## src/rtl/key_event_scheduler.sv

```systemverilog
// rtl/key_event_scheduler.sv - serialises per-key press pulses and auto-repeat ticks into one ordered event stream
module key_event_scheduler #(
    parameter int N_KEYS       = 4,
    parameter int IDX_W        = 2,
    parameter int DEPTH        = 4,
    parameter int REPEAT_DELAY = 25_000_000,
    parameter int REPEAT_RATE  = 5_000_000,
    parameter int CNT_W        = 25
) (
    input  logic                     clk,
    input  logic                     reset_n,
    input  logic [N_KEYS-1:0]        key_pulse,
    input  logic [N_KEYS-1:0]        key_held,
    input  logic                     repeat_en,
    output logic                     ev_valid,
    input  logic                     ev_ready,
    output logic [IDX_W-1:0]         ev_key,
    output logic                     ev_repeat,
    output logic                     ev_lost,
    input  logic                     clear_lost,
    output logic [$clog2(DEPTH):0]   fifo_count
);

    localparam int AW = $clog2(DEPTH);
    localparam int CW = AW + 1;
    localparam int EW = IDX_W + 1;

    typedef enum logic [1:0] {
        ST_IDLE,
        ST_DELAY,
        ST_REPEAT
    } rstate_t;

    // Repeat timer state
    rstate_t            state_q;
    logic [IDX_W-1:0]   rkey_q;
    logic [CNT_W-1:0]   cnt_q;

    // Pending stage and arbiter state
    logic [N_KEYS-1:0]  pend_q, pend_d;
    logic [N_KEYS-1:0]  rep_q, rep_d;
    logic [IDX_W-1:0]   rr_ptr_q, rr_ptr_d;
    logic               ev_lost_q, ev_lost_d;

    // Event FIFO state; head_q is the registered show-ahead output
    logic [EW-1:0]      mem_q [DEPTH];
    logic [AW-1:0]      wr_ptr_q, wr_ptr_d;
    logic [AW-1:0]      rd_ptr_q, rd_ptr_d;
    logic [CW-1:0]      fifo_count_q, fifo_count_d;
    logic [EW-1:0]      head_q, head_d;

    logic               restart;
    logic               abort;
    logic               tick;
    logic [IDX_W-1:0]   press_idx;
    logic               grant_valid;
    logic [IDX_W-1:0]   grant_idx;
    logic [IDX_W-1:0]   arb_idx;
    logic [N_KEYS-1:0]  grant_vec;
    int                 arb_j;
    logic               lost_set;
    logic               push;
    logic               pop;
    logic [EW-1:0]      push_data;

    assign restart = repeat_en && (|key_pulse);
    assign abort   = !key_held[rkey_q] || !repeat_en;

    // Lowest-indexed key pulsing this cycle becomes the new repeat target
    always_comb begin
        press_idx = '0;
        for (int k = N_KEYS - 1; k >= 0; k--) begin
            if (key_pulse[k]) press_idx = IDX_W'(k);
        end
    end

    // Repeat tick fires on the last count of DELAY/REPEAT unless aborted or restarted
    always_comb begin
        tick = 1'b0;
        if (!restart && !abort) begin
            if (state_q == ST_DELAY && cnt_q == CNT_W'(REPEAT_DELAY - 1)) tick = 1'b1;
            if (state_q == ST_REPEAT && cnt_q == CNT_W'(REPEAT_RATE - 1)) tick = 1'b1;
        end
    end

    // Repeat FSM: a new press always restarts the delay, release or disable aborts
    always_ff @(posedge clk or negedge reset_n) begin
        if (!reset_n) begin
            state_q <= ST_IDLE;
            rkey_q  <= '0;
            cnt_q   <= '0;
        end else if (restart) begin
            rkey_q  <= press_idx;
            cnt_q   <= '0;
            state_q <= ST_DELAY;
        end else begin
            case (state_q)
                ST_DELAY: begin
                    if (abort) begin
                        state_q <= ST_IDLE;
                        cnt_q   <= '0;
                    end else if (cnt_q == CNT_W'(REPEAT_DELAY - 1)) begin
                        state_q <= ST_REPEAT;
                        cnt_q   <= '0;
                    end else begin
                        cnt_q <= cnt_q + CNT_W'(1);
                    end
                end
                ST_REPEAT: begin
                    if (abort) begin
                        state_q <= ST_IDLE;
                        cnt_q   <= '0;
                    end else if (cnt_q == CNT_W'(REPEAT_RATE - 1)) begin
                        cnt_q <= '0;
                    end else begin
                        cnt_q <= cnt_q + CNT_W'(1);
                    end
                end
                default: begin
                    state_q <= ST_IDLE;
                    cnt_q   <= '0;
                end
            endcase
        end
    end

    // Round-robin pick of the first pending key at or after rr_ptr; grants are
    // judged on the registered count so a same-cycle pop never frees a slot
    always_comb begin
        grant_valid = 1'b0;
        grant_idx   = '0;
        grant_vec   = '0;
        arb_j       = 0;
        arb_idx     = '0;
        if (fifo_count_q < CW'(DEPTH)) begin
            for (int i = N_KEYS - 1; i >= 0; i--) begin
                arb_j = int'(rr_ptr_q) + i;
                if (arb_j >= N_KEYS) arb_j = arb_j - N_KEYS;
                arb_idx = IDX_W'(arb_j);
                if (pend_q[arb_idx]) begin
                    grant_valid = 1'b1;
                    grant_idx   = arb_idx;
                end
            end
        end
        if (grant_valid) grant_vec[grant_idx] = 1'b1;
        rr_ptr_d = rr_ptr_q;
        if (grant_valid) begin
            rr_ptr_d = (grant_idx == IDX_W'(N_KEYS - 1)) ? '0 : grant_idx + IDX_W'(1);
        end
    end

    // Pending bits: a new set beats a same-cycle grant; presses override repeats
    always_comb begin
        pend_d   = pend_q;
        rep_d    = rep_q;
        lost_set = 1'b0;
        for (int k = 0; k < N_KEYS; k++) begin
            if (key_pulse[k]) begin
                if (pend_q[k] && !grant_vec[k]) lost_set = 1'b1;
                pend_d[k] = 1'b1;
                rep_d[k]  = 1'b0;
            end else if (tick && rkey_q == IDX_W'(k)) begin
                if (!pend_q[k] || grant_vec[k]) rep_d[k] = 1'b1;
                pend_d[k] = 1'b1;
            end else if (grant_vec[k]) begin
                pend_d[k] = 1'b0;
            end
        end
        ev_lost_d = lost_set ? 1'b1 : (clear_lost ? 1'b0 : ev_lost_q);
    end

    assign push      = grant_valid;
    assign push_data = {grant_idx, rep_q[grant_idx]};
    assign pop       = (fifo_count_q != '0) && ev_ready;

    // FIFO pointers, occupancy and next head; the head holds its value when the FIFO drains
    always_comb begin
        wr_ptr_d = push ? wr_ptr_q + AW'(1) : wr_ptr_q;
        rd_ptr_d = pop  ? rd_ptr_q + AW'(1) : rd_ptr_q;
        case ({push, pop})
            2'b10:   fifo_count_d = fifo_count_q + CW'(1);
            2'b01:   fifo_count_d = fifo_count_q - CW'(1);
            default: fifo_count_d = fifo_count_q;
        endcase
        head_d = head_q;
        if (fifo_count_d != '0) begin
            head_d = (push && rd_ptr_d == wr_ptr_q) ? push_data : mem_q[rd_ptr_d];
        end
    end

    // FIFO storage needs no reset; occupancy gates every read
    always_ff @(posedge clk) begin
        if (push) mem_q[wr_ptr_q] <= push_data;
    end

    // Pending, arbiter and FIFO control registers
    always_ff @(posedge clk or negedge reset_n) begin
        if (!reset_n) begin
            pend_q       <= '0;
            rep_q        <= '0;
            rr_ptr_q     <= '0;
            ev_lost_q    <= 1'b0;
            wr_ptr_q     <= '0;
            rd_ptr_q     <= '0;
            fifo_count_q <= '0;
            head_q       <= '0;
        end else begin
            pend_q       <= pend_d;
            rep_q        <= rep_d;
            rr_ptr_q     <= rr_ptr_d;
            ev_lost_q    <= ev_lost_d;
            wr_ptr_q     <= wr_ptr_d;
            rd_ptr_q     <= rd_ptr_d;
            fifo_count_q <= fifo_count_d;
            head_q       <= head_d;
        end
    end

    assign ev_valid   = (fifo_count_q != '0);
    assign ev_key     = head_q[EW-1:1];
    assign ev_repeat  = head_q[0];
    assign ev_lost    = ev_lost_q;
    assign fifo_count = fifo_count_q;

endmodule

```

## config.mk

```make
export PLATFORM = sky130hd
export DESIGN_NAME = key_event_scheduler
export DESIGN_NICKNAME = d
export VERILOG_FILES = /design/src/rtl/key_event_scheduler.sv
export SDC_FILE = /design/constraint.sdc
export NUM_CORES = 1
export LEC_CHECK = 0
export ABC_CLOCK_PERIOD_IN_PS = 4500
export BUFFER_PORTS_ARGS = -buffer_cell sky130_fd_sc_hd__buf_2
export CORE_MARGIN = 5
export CORE_UTILIZATION = 65
export CTS_BUF_LIST = sky130_fd_sc_hd__clkbuf_8
export CTS_CLUSTER_DIAMETER = 200
export DETAILED_ROUTE_END_ITERATION = 10
export GPL_ROUTABILITY_DRIVEN = 0
export PLACE_DENSITY = 0.85
export SETUP_SLACK_MARGIN = 0.05
export SLEW_MARGIN = 30
export SYNTH_ARGS = -nofsm -noshare
export SYNTH_HDL_FRONTEND = slang
export SYNTH_SLANG_ARGS = --single-unit
```

## constraint.sdc

```tcl
create_clock -name clk -period 4.5 [get_ports clk]
set_clock_uncertainty 0.15 [all_clocks]
set_input_delay 0.225 -clock clk [delete_from_list [all_inputs] [get_ports clk]]
set_output_delay 0.225 -clock clk [all_outputs]
set_load 0.02 [all_outputs]
```

==> results of run 1 <==
path summary, 6_finish.rpt:
path,from,end,slack (ns),cells after the start
setup / recovery,fifo_count[2],head_q[0],1.58,12
hold / removal,repeat_en,state_q[0],0.04,2
setup reg to reg,fifo_count[2],head_q[0],1.58,12
hold reg to reg,cnt_q[0],cnt_q[0],0.38,1
max in group asynchronous,reset_n,cnt_q[22],3.48,2
min in group asynchronous,reset_n,rd_ptr_q[0],0.29,2
cells in the mapped netlist (2+ instances only):
cell type,instances,area [um^2]
dfrtp_1,50,1250
nor2_1,40,150
nand2_1,26,97.6
inv_1,25,93.8
nand3_1,20,100
xor2_1,19,166
a21oi_1,12,60.1
edfxtp_1,12,360
ha_1,12,150
xnor2_1,12,105
o21ai_0,9,45.0
clkbuf_1,7,26.3
nor3_1,7,35.0
nand4_1,6,37.5
o31ai_1,6,45.0
a221oi_1,4,35.0
and2_1,4,25.0
mux2i_1,4,40.0
nor4_1,4,25.0
or3_1,4,25.0
or4_1,4,30.0
a211o_1,3,26.3
a21boi_0,3,22.5
a31oi_1,3,18.8
and3_1,3,18.8
buf_2,3,15.0
nor3b_1,3,22.5
o311ai_0,3,26.3
a211oi_1,2,15.0
and4_1,2,17.5
nand2b_1,2,12.5
o21a_1,2,15.0
worst register-to-register path, stage by stage, from the launching register on:
cell and delay, ns:
dfrtp_1 0.44, o31ai_1 0.09, buf_4 0.17, inv_1 0.33
ha_1 0.27, inv_1 0.06, fa_1 0.37, xor2_1 0.15
nor2_1 0.12, xnor2_1 0.09, or3_1 0.39, nor2_1 0.12
a31oi_1 0.05
cell type report:
type	instances	area, um^2	area share (%)
clock buffers	9	124	3.34
clock inverters	7	27.5	0.742
multi-input cells	240	1600	43.3
inverters	25	93.8	2.53
well taps	70	87.6	2.36
repair buffers	26	160	4.32
flip-flops and latches	62	1610	43.5
through the flow:
stage          std cells  setup slack (ns)
2_1_floorplan        339              1.67
3_3_place_gp         418              1.69
3_5_place_dp         418              1.59
4_1_cts              439              1.58
5_1_grt              439              1.37
6_report             439              1.58
power groups by stage:
stage | clock network, mW | logic, mW | registers (mW)
after floorplan | 0 | 0.553 | 0.836
after global placement | 0 | 0.703 | 0.844
after detailed placement | 0 | 0.731 | 0.854
after CTS | 0.395 | 0.738 | 0.842
after global routing | 0.418 | 0.837 | 0.863
final | 0.386 | 0.741 | 0.844
sequential cells by signal, summed over array words and instances, names as in the netlist:
| register | count |
|---|---|
| cnt_q | 25 |
| mem_q | 12 |
| pend_q | 4 |
| rep_q | 4 |
| fifo_count | 3 |
| head_q | 3 |
| rd_ptr_q | 2 |
| rkey_q | 2 |
| rr_ptr_q | 2 |
| state_q | 2 |
| wr_ptr_q | 2 |
| ev_lost | 1 |
what timing repair did:
action,CTS,global route
buffers inserted,0,0
hold buffers,5,0
hold endpoints to repair,54,0
routing by layer:
layer	up-vias	global-route usage [%]	part of all wire (%)
met5	-	0	0
met4	0	12.3	2.0
met3	17	3.84	4.9
met2	85	36.3	50
met1	1241	28.8	44
li1	1242	-	-
cell families (layout without fill, tap and decap cells):
kind of cell / Yosys count / count (layout)
mux: 5 / 5
buf+inv: 37 / 67
flops: 62 / 62
compound gates: 55 / 55
xor+xnor: 31 / 31
simple gates: 136 / 136
fa+ha+maj: 13 / 13
cell usage in the layout (no fill, tap or decap), types with 5 or more instances in the layout:
master and instances:
a21oi_1 12, buf_2 19, clkbuf_8 9, dfrtp_1 50
dlygate4sd3_1 5, edfxtp_1 12, ha_1 12, inv_1 30
nand2_1 26, nand3_1 20, nand4_1 6, nor2_1 40
nor3_1 7, o21ai_0 9, o31ai_1 6, xnor2_1 12
xor2_1 19
==> run_results.csv, run 1 <==
group,metric,value,unit
outcome,status,"completed",
power_and_ir_drop,p_int,1.19,mW
power_and_ir_drop,p_comb_share,37.6,%
sta,fin_crit_sh,64.9,%
drt,first_iter_violations,187,
synth,synth_simple_gate_area_share,21.3,%
sta,setup_tns,0,ns
power_and_ir_drop,switching_share,39.4,%
worst_setup_path,crit_family,"adder cells",
synth,syn_inst,339,
sta,slew_viol_final,0,
synth,synthAdderAreaFrac,5.06,%
sta,whs,0.0395,ns
global_routing,grt_pass1_vias,2564,
power_and_ir_drop,switchingPower,0.776,mW
worst_setup_path,cp_num_buf_inv,3,
cells_and_area,num_antenna_cells,0,
power_and_ir_drop,max-vdd-ir-drop,0.280,mV
clock_network,post_cts_resized,0,
power_and_ir_drop,p_leak,1.54,nW
synth,avgSynthCellArea,9.92,um^2
worst_setup_path,end_kind,"register",
worst_setup_path,critical_path_class,"reg2reg",
sta,hold_viol_final,0,
clock_network,clkLatencyLatePin,0.35,ns
synth,synth_edf_count,12,
synth,synth_top_family_by_area,"simple AND/OR/NAND/NOR gates",
cells_and_area,final_area,0.00371,mm^2
die,start_util,66.2,%
worst_setup_path,critPathArrivalTime,3.00,ns
die,rows,26,
global_routing,grt_max_degree,51,
global_routing,grt_overflow,0,
clock_network,clock_sinks,62,
cells_and_area,drive_above_1_share,11.4,%
synth,yosysWarnings,0,
synth,synth_xor_xnor_area_share,8.08,%
drt,wl_per_cell,15.1,um
sta,rsz0062_at_grt,"no",
clock_network,cts_tree,"built",
cells_and_area,fillers,380,
die,die_y,81.9,um
synth,synth_compound_area_share,11.4,%
synth,synthArstFlopShare,80.6,%
drt,vias_per_cell,5.89,
clock_network,clockBufferDepth,2,
worst_setup_path,path_cells,"o31ai_1 > buf_4 > inv_1 > ha_1 > inv_1 > fa_1 > xor2_1 > nor2_1 > xnor2_1 > or3_1 > nor2_1 > a31oi_1",
sta,finalCriticalPeriod,2.92,ns
min_path,holdCritPathClass,"in2reg",
die,die_area,0.00671,mm^2
drt,wl,6630,um
power_and_ir_drop,p_total,1.97,mW
synth,ys_ff_latch,62,
global_routing,grt_pass1_wl,11400,um
synth,synthMuxAreaShare,1.86,%
sta,slew_headroom,45.6,%
synth,synth_ff_type,"dfrtp_1",
drt,drtPass1Iterations,5,
placed_design,dpl_cell_area,0.00351,mm^2
clock_network,cts_root_buf,"clkbuf_8",
synth,synth.distinct_cells,55,
placed_design,portBuffers,20,
sta,clock.fmax,342,MHz
cells_and_area,fin_nets,390,
die,die_w,81.9,um
placed_design,hpwl,4510,um
power_and_ir_drop,p_clk_share,19.6,%
drt,post-route-drc-count,0,
worst_setup_path,start_kind,"register",
power_and_ir_drop,powerDensity,532,mW/mm^2
global_routing,antenna_found_initial,0,
global_routing,track_usage,22.5,%
synth,netlist_area,0.00336,mm^2
clock_network,htree_levels,3,
power_and_ir_drop,seqPwrFrac,42.8,%
worst_setup_path,max_stage_delay,0.44,ns
worst_setup_path,cp_max_fo,14,
cells_and_area,final_util,73.1,%
sta,worst_slew_pin_slew,0.816,ns
flow_run,maxCapViolations,0,
die,core_area,0.00507,mm^2
synth,yosysSeqAreaShare,47.9,%
cells_and_area,area_growth,10.3,%
worst_setup_path,slowest_stage,"dfrtp_1",
drt,detail-route-antenna-nets,0,
die,io_pins,21,
clock_network,numCtsBuffers,9,
clock_network,cts.clk_slew.worst_paths,0.07,ns
sta,setup_viol,0,
synth,syn_nets,365,
worst_setup_path,worstPathRequired,4.58,ns
drt,via_count,2585,
No activity file was read; power rests on OpenSTA's default activity.
==> run 2, diff against run 1 <==
--- a/config.mk
+++ b/config.mk
@@ -5,15 +5,15 @@
 export SDC_FILE = /design/constraint.sdc
 export NUM_CORES = 1
 export LEC_CHECK = 0
-export ABC_CLOCK_PERIOD_IN_PS = 4500
+export ABC_CLOCK_PERIOD_IN_PS = 2860
 export BUFFER_PORTS_ARGS = -buffer_cell sky130_fd_sc_hd__buf_2
 export CORE_MARGIN = 5
-export CORE_UTILIZATION = 65
+export CORE_UTILIZATION = 63
 export CTS_BUF_LIST = sky130_fd_sc_hd__clkbuf_8
 export CTS_CLUSTER_DIAMETER = 200
 export DETAILED_ROUTE_END_ITERATION = 10
 export GPL_ROUTABILITY_DRIVEN = 0
-export PLACE_DENSITY = 0.85
+export PLACE_DENSITY = 0.82
 export SETUP_SLACK_MARGIN = 0.05
 export SLEW_MARGIN = 30
 export SYNTH_ARGS = -nofsm -noshare
==> constraint.sdc (replaced) <==
create_clock -name clk -period 2.86 [get_ports clk]
set_clock_uncertainty 0.15 [all_clocks]
set_input_delay 0.143 -clock clk [delete_from_list [all_inputs] [get_ports clk]]
set_output_delay 0.143 -clock clk [all_outputs]
set_load 0.02 [all_outputs]
==> run_results.csv, run 2 (same netlist as run 1, synthesis figures left out) <==
group,metric,value,unit
die,io_pins,21,
cells_and_area,layout_common_cells,"50 x dfrtp_1, 40 x nor2_1, 28 x inv_1",
clock_network,clock_sinks,62,
cells_and_area,drive_above_1_share,13.8,%
sta,finalCriticalPeriod,2.68,ns
die,die_y,83.1,um
global_routing,grt_pass1_vias,2597,
worst_setup_path,critical_path_class,"reg2reg",
die,rows,26,
outcome,status,"completed",
sta,worst_slew_pin_slew,0.639,ns
drt,drtPass1Iterations,4,
sta,hold_viol_final,0,
cells_and_area,final_common_cell,"dfrtp_1",
min_path,holdCritPathClass,"in2reg",
cells_and_area,fin_nets,398,
worst_setup_path,slowest_stage,"or4_1",
worst_setup_path,start_kind,"register",
cells_and_area,top_regs,"cnt_q x25, mem_q x12",
cells_and_area,top_register,"cnt_q",
power_and_ir_drop,p_leak,1.58,nW
worst_setup_path,critPathArrivalTime,2.79,ns
drt,wl_per_cell,14.8,um
cells_and_area,fillers,389,
sta,slew_headroom,57.1,%
sta,rsz0062_at_grt,"no",
sta,clock.fmax,373,MHz
power_and_ir_drop,powerDensity,848,mW/mm^2
clock_network,cts.clk_slew.worst_paths,0.06,ns
flow_run,maxCapViolations,0,
clock_network,htree_levels,3,
cells_and_area,final_util,73.6,%
sta,setup_tns,0,ns
global_routing,grt_max_degree,27,
placed_design,portBuffers,20,
die,die_area,0.00690,mm^2
drt,post-route-drc-count,0,
drt,first_iter_violations,165,
global_routing,antenna_found_initial,0,
global_routing,grt_pass1_wl,11600,um
cells_and_area,largest_reg_flops,25,
die,die_w,83.1,um
drt,via_count,2590,
cells_and_area,num_antenna_cells,0,
placed_design,dp.cells,425,
global_routing,track_usage,20.6,%
worst_setup_path,cp_max_fo,7,
worst_setup_path,cp_num_buf_inv,1,
sta,setup_viol,0,
worst_setup_path,cpMostUsedCell,"a21oi_1",
drt,vias_per_cell,5.81,
clock_network,cts_tree,"built",
clock_network,clockBufferDepth,2,
worst_setup_path,worstPathRequired,2.97,ns
die,core_area,0.00514,mm^2
worst_setup_path,max_stage_delay,0.53,ns
worst_setup_path,end_kind,"register",
global_routing,grt_overflow,0,
drt,detail-route-antenna-nets,0,
drt,wl,6620,um
clock_network,cts_root_buf,"clkbuf_8",
cells_and_area,instances_no_fill,446,
placed_design,hpwl,4670,um
clock_network,numCtsBuffers,9,
die,start_util,65.4,%
power_and_ir_drop,max-vdd-ir-drop,0.548,mV
sta,slew_viol_final,0,
clock_network,clkLatencyLatePin,0.34,ns
sta,fin_crit_sh,93.7,%
cells_and_area,area_growth,12.5,%
worst_setup_path,path_cells,"o211ai_1 > a21oi_1 > or3_1 > inv_1 > ha_1 > a21boi_0 > or4_1 > a21oi_1",
worst_setup_path,crit_family,"simple AND/OR/NAND/NOR gates",
-- run 2: metrics by stage --
step | setup WS (ns) | cell area, um^2 | total power, mW | hold WS, ns
floorplan | 0.0649 | 3360 | 2.19 | -0.303
global placement | 0.295 | 3560 | 2.50 | 0.0482
detailed placement | 0.213 | 3560 | 2.55 | 0.0423
CTS | 0.188 | 3780 | 3.20 | 0.000782
global route | 0.0605 | 3780 | 3.45 | 0.0413
finish | 0.180 | 3780 | 3.21 | 0.0342
-- run 2: what timing repair did --
item | CTS | global route
hold endpoints to repair | 36 | 0
buffers inserted | 0 | 0
hold buffers | 6 | 0
resized for setup | 0 | 1
endpoints found under the setup margin | 0 | 2
-- run 2: worst paths after layout --
path / slack (ns) / startpoint / depth (start not counted) / to
setup / recovery: 0.18 / pend_q[0] / 8 / rep_q[2]
hold / removal: 0.03 / clear_lost / 4 / ev_lost
setup reg to reg: 0.18 / pend_q[0] / 8 / rep_q[2]
hold reg to reg: 0.37 / rep_q[1] / 2 / rep_q[1]
max in group asynchronous: 1.63 / reset_n / 3 / state_q[1]
min in group asynchronous: 0.19 / reset_n / 2 / rd_ptr_q[1]
-- run 2: report_power, final --
group          leakage [nW]  switching, mW  internal, mW
registers             0.756          0.172          1.13
logic                 0.730          0.748         0.516
clock network        0.0957          0.315         0.320
total                  1.58           1.24          1.97
-- run 2: layer usage --
layer	wire (um)	GRT usage, %
met5	0	0
met4	104	10.1
met2	3290	34.0
met1	2980	25.6
met3	245	4.55
-- run 2: final cells by class --
type | count | area, um^2 | area share, %
sequential | 62 | 1610 | 42.6
timing repair buffer | 34 | 220 | 5.82
clock buffer | 10 | 138 | 3.64
multi-input combinational | 240 | 1610 | 42.6
inverter | 25 | 93.8 | 2.48
clock inverter | 5 | 21.3 | 0.563
tap | 70 | 87.6 | 2.32
-- run 2: tightest hold or removal path, delay by kind of cell --
family / cells / cell delay (ns)
AO/OA/AOI/OAI: 1 / 0.06
buffers and inverters: 1 / 0.10
AND/OR/NAND/NOR: 2 / 0.19
